$ cat src/rtl/dir_command_queue.sv
// Direction command FIFO between the button debouncers and the Snake game FSM.
// Filters duplicate/reversing presses on entry and releases one turn per game tick.
module dir_command_queue #(
    parameter int         DEPTH    = 4,
    parameter logic [1:0] INIT_DIR = 2'b11,
    parameter int         CNT_BITS = $clog2(DEPTH + 1)
) (
    input  logic                Clock,
    input  logic                Reset,
    input  logic                LeftPressed,
    input  logic                RightPressed,
    input  logic                UpPressed,
    input  logic                DownPressed,
    input  logic                Enable,
    input  logic                Restart,
    input  logic                GameTick,
    output logic [1:0]          CurrentDir,
    output logic                StepValid,
    output logic [CNT_BITS-1:0] Count,
    output logic                DropPulse
);

    localparam int PTR_BITS = $clog2(DEPTH);
    localparam logic [PTR_BITS-1:0] LAST = PTR_BITS'(DEPTH - 1);

    logic [1:0]          mem [DEPTH];
    logic [PTR_BITS-1:0] head;
    logic [PTR_BITS-1:0] tail;
    logic [PTR_BITS-1:0] head_next;
    logic [PTR_BITS-1:0] tail_next;
    logic [PTR_BITS-1:0] tail_prev;

    logic       has_press;
    logic [1:0] cand;
    logic [1:0] ref_dir;
    logic       empty;
    logic       full;
    logic       tick;
    logic       pop;
    logic       bad_dir;
    logic       push;
    logic       drop;
    logic       flush;

    assign head_next = (head == LAST) ? '0 : head + PTR_BITS'(1);
    assign tail_next = (tail == LAST) ? '0 : tail + PTR_BITS'(1);
    assign tail_prev = (tail == '0) ? LAST : tail - PTR_BITS'(1);

    assign has_press = LeftPressed | RightPressed | UpPressed | DownPressed;

    // Priority Left > Right > Up > Down; losers vanish without a drop pulse.
    always_comb begin
        cand = 2'b01;
        if (LeftPressed)
            cand = 2'b10;
        else if (RightPressed)
            cand = 2'b11;
        else if (UpPressed)
            cand = 2'b00;
    end

    assign empty   = (Count == '0);
    assign full    = (Count == CNT_BITS'(DEPTH));
    assign ref_dir = empty ? CurrentDir : mem[tail_prev];
    assign flush   = Reset | Restart;

    assign tick    = Enable & GameTick;
    assign pop     = tick & ~empty;
    assign bad_dir = (cand[1] == ref_dir[1]);
    assign push    = Enable & has_press & ~bad_dir & (~full | pop);
    assign drop    = Enable & has_press & ~push;

    always_ff @(posedge Clock) begin
        if (push)
            mem[tail] <= cand;
    end

    always_ff @(posedge Clock) begin
        if (flush) begin
            CurrentDir <= INIT_DIR;
            Count      <= '0;
            head       <= '0;
            tail       <= '0;
            StepValid  <= 1'b0;
            DropPulse  <= 1'b0;
        end else begin
            StepValid <= tick;
            DropPulse <= drop;
            Count     <= Count + CNT_BITS'(push) - CNT_BITS'(pop);
            if (push)
                tail <= tail_next;
            if (pop) begin
                CurrentDir <= mem[head];
                head       <= head_next;
            end
        end
    end

endmodule

$ cat config.mk
export PLATFORM = sky130hd
export DESIGN_NAME = dir_command_queue
export DESIGN_NICKNAME = d
export VERILOG_FILES = /design/src/rtl/dir_command_queue.sv
export SDC_FILE = /design/constraint.sdc
export NUM_CORES = 1
export LEC_CHECK = 0
export CAP_MARGIN = 20
export CORE_MARGIN = 5
export CORE_UTILIZATION = 40
export CTS_CLUSTER_SIZE = 24
export DETAILED_ROUTE_END_ITERATION = 12
export GPL_ROUTABILITY_DRIVEN = 0
export SYNTH_ARGS = -nofsm -noshare
export SYNTH_HDL_FRONTEND = slang
export SYNTH_SLANG_ARGS = --single-unit
$ cat constraint.sdc
create_clock -name Clock -period 4.35 [get_ports Clock]
set_clock_uncertainty 0.2 [all_clocks]
set_input_delay 0.435 -clock Clock [delete_from_list [all_inputs] [get_ports Clock]]
set_output_delay 0.435 -clock Clock [all_outputs]
set_load 0.005 [all_outputs]
==> key figures <==
Logic synthesis
  • Synth Area in Compound Gates: 8.936%
  • Post-synthesis cell count: 86
  • Synthesized area: about 950 sq um
  • Xor-xnor portion of the synthesized cell area: 1.840%
  • Number of synthesized register bits: 19
  • Post-Synth Simple-Gate Area: 16.82%
  • Post-synthesis cell type count: 26
  • Adder-cell share of the synthesized area: 11.30%
  • Seq/Total Area, Yosys: 48.36%
  • Mux share of post-synthesis cell area: 9.198%
  • Synth Area per Inst: 11.07 sq um
  • Synth warn: 0
  • Post-Syn Nets: 103
  • Main combinational cell family by area after synthesis: simple AND/OR/NAND/NOR gates

Power
  • Combinational power share: 11.6%
  • Net Sw Frac: between 20 and 25%
  • Max VDD drop: ~0.00018 V
  • Seq pwr share: 60.8%
  • Power Total: 0.3137 mW
  • Internal power: 0.2421 mW
  • Power per cell area: 270.2 nW/um^2
  • Clock share of power: 27.6%
  • Reported leakage power: about 0.42 nW
  • Net Sw Power: 0.07162 mW

Layout
  • Commonest non-fill, non-tap cell in the layout: clkdlybuf4s50_1
  • Area growth syn-to-layout: 21.94%
  • Post-Layout Cell Count: 132
  • Cell area after layout: 1161 sq um
  • Nets: around 120
  • Fraction of layout cells with a size suffix above 1: 11.54%
  • Diode count: 0
  • Util after Layout: 51.99%
  • Highest-count cells in the layout ignoring fill and taps: 15 x clkdlybuf4s50_1, 11 x dfxtp_1, 8 x nand2_1, 8 x inv_1, 8 x edfxtp_1

Run status
  • Status: complete, no violations

Placed design
  • Post-Place Setup Slack: 735.5 ps
  • IO buf count: 15
  • DP Area: between 1000 and 1500 sq um
  • Placed insts: 128
  • DP HPWL: 1402 um

Timing
  • Setup violations, final: 0
  • Slew headroom: 57.65%
  • Total negative slack: 0 ps
  • RSZ-0062 raised after global routing: no
  • Achievable frequency: 275.9 MHz
  • Final hold violations: 0
  • Post-layout worst setup margin: approximately 730 ps
  • Max Slew Vio Count: 0
  • Final period utilization: 83.33%
  • Final min period: 3625 ps
  • Worst Tran Pin Value: approximately 630 ps
  • WHS: 293.1 ps

Floorplan
  • Die ar.: 3456 sq um
  • Site row count: 17
  • IO Count: 16
  • Initial core utilization: approximately 43%
  • Width of the die: 58.79 um
  • Core area: 2233 sq um
  • Die Span Y: 58.79 um

Route
  • DRT antenna net count: 0
  • Drt drc: 0
  • DR vias: around 650
  • Pre-antenna DRT Iters: 6
  • Wire length per cell: about 13 um
  • DRT Wirelength: 1734 um
  • DR iter-0 viols: 14
  • DR vias/cell: between 4 and 5

Clocking
  • CTS resizes: 0
  • Clk sinks: 19
  • Clk buf depth: 2
  • CTS hold repair buffers: 0
  • TritonCTS Buffers: 3
  • CTS root buf: clkbuf_4
  • H-tree depth: 1
  • Worst-Skew Late Latency: approximately 290 ps
  • CTS tree: built
  • CTS clk-pin slew, worst paths: 110 ps
  • # Post-CTS Setup Buffers: 0

Critical path
  • Crit end category: register
  • CP delay by family, top: adder cells
  • CP arrival: 3620 ps
  • CP max FO: 8
  • Max incr delay on CP: 510 ps
  • Crit Path Category: reg2reg
  • CP cell instances: inv_1 -> ha_1 -> nor2b_4 -> mux4_2 -> a211o_1 -> a21boi_4 -> inv_1 -> ha_1 -> inv_1 -> ha_1 -> fa_1 -> xnor2_1 -> xnor2_1 -> nor2_1
  • Buf/Inv on CP: 3
  • Worst path required time: between 4000 and 5000 ps
  • Critical Path Start Type: register
  • Slowest CP cell: mux4_2

Global routing
  • Initial antenna violation count: 0
  • First-pass GRT wire length: 2967 um
  • Number of global-route vias before repair: 655
  • All-Layer GR Usage: a little under an eighth
  • Largest net degree at the start of global routing: 12
  • Grt ovf: 0

Hold path
  • Hold Path Class: reg2reg

Run
  • Total of max-cap violations: 0
cell families (layout without fill, tap and decap cells):
family / after synthesis / count (layout)
and+or+nand+nor: 31 / 31
DFF: 19 / 19
AOI/OAI and AO/OA: 12 / 12
adders and majority gates: 8 / 8
buffers and inverters: 9 / 27
muxes: 5 / 5
xor gates and xnor gates: 2 / 2
metal layers:
layer	up-vias	part of all wire (%)	track usage (%)
met5	-	0	0
met1	290	45	14.91
met2	22	46	18.14
met3	2	7.3	3.947
li1	337	-	-
met4	0	1.1	4.854
worst min-delay path, stage by stage, from the launching register on:
cell     delay (ps)
dfxtp_1         320
o21ai_0          60
nand3_1          70
cells in the mapped netlist:
library cell / number / area [sq um]
dfxtp_1: 11 / 220.2
edfxtp_1: 8 / 240.2
inv_1: 8 / 30.03
nand2_1: 8 / 30.03
ha_1: 7 / 87.58
nor2_1: 7 / 26.28
and2_1: 6 / 37.54
o21ai_0: 4 / 20.02
a21oi_1: 3 / 15.01
mux4_2: 3 / 67.56
nor3_1: 3 / 15.01
mux2i_1: 2 / 20.02
nand3_1: 2 / 10.01
xnor2_1: 2 / 17.52
a211o_1: 1 / 8.760
a21boi_4: 1 / 18.77
a22oi_1: 1 / 7.510
a31oi_1: 1 / 6.260
and2_2: 1 / 7.510
clkbuf_1: 1 / 3.750
fa_1: 1 / 20.02
nor2b_4: 1 / 13.76
o41ai_1: 1 / 8.760
or2_2: 1 / 6.260
or3_1: 1 / 6.260
or3_2: 1 / 7.510
registers in the layout (all words and copies together) (netlist names):
name	flops
Count	3
CurrentDir	2
DropPulse	1
StepValid	1
head	2
mem	8
tail	2
final timing paths:
check             depth (start not counted)             to  slack (ps)     startpoint
hold reg to reg                           2  CurrentDir[0]         290  CurrentDir[0]
hold / removal                            2  CurrentDir[0]         290  CurrentDir[0]
setup / recovery                         14       Count[2]         730        tail[0]
setup reg to reg                         14       Count[2]         730        tail[0]
cell type report:
cell class | instances | area, sq um
Fill cell | 204 | 1072
Clock buffer | 3 | 22.52
Multi-Input combinational cell | 58 | 457.9
Tap cell | 28 | 35.03
Clock inverter | 1 | 5.005
Sequential cell | 19 | 460.4
Inverter | 8 | 30.03
Timing Repair Buffer | 15 | 150.1
power groups by stage:
| stage | sequential [mW] | clock [mW] | combinational [mW] |
|---|---|---|---|
| 2_1_floorplan | 0.195 | 0 | 0.0199 |
| 3_3_place_gp | 0.195 | 0 | 0.0361 |
| 3_5_place_dp | 0.195 | 0 | 0.0364 |
| 4_1_cts | 0.191 | 0.0912 | 0.0365 |
| 5_1_grt | 0.191 | 0.0991 | 0.0401 |
| 6_report | 0.191 | 0.0864 | 0.0364 |
Note: power is estimated with default switching activity, not from simulation.
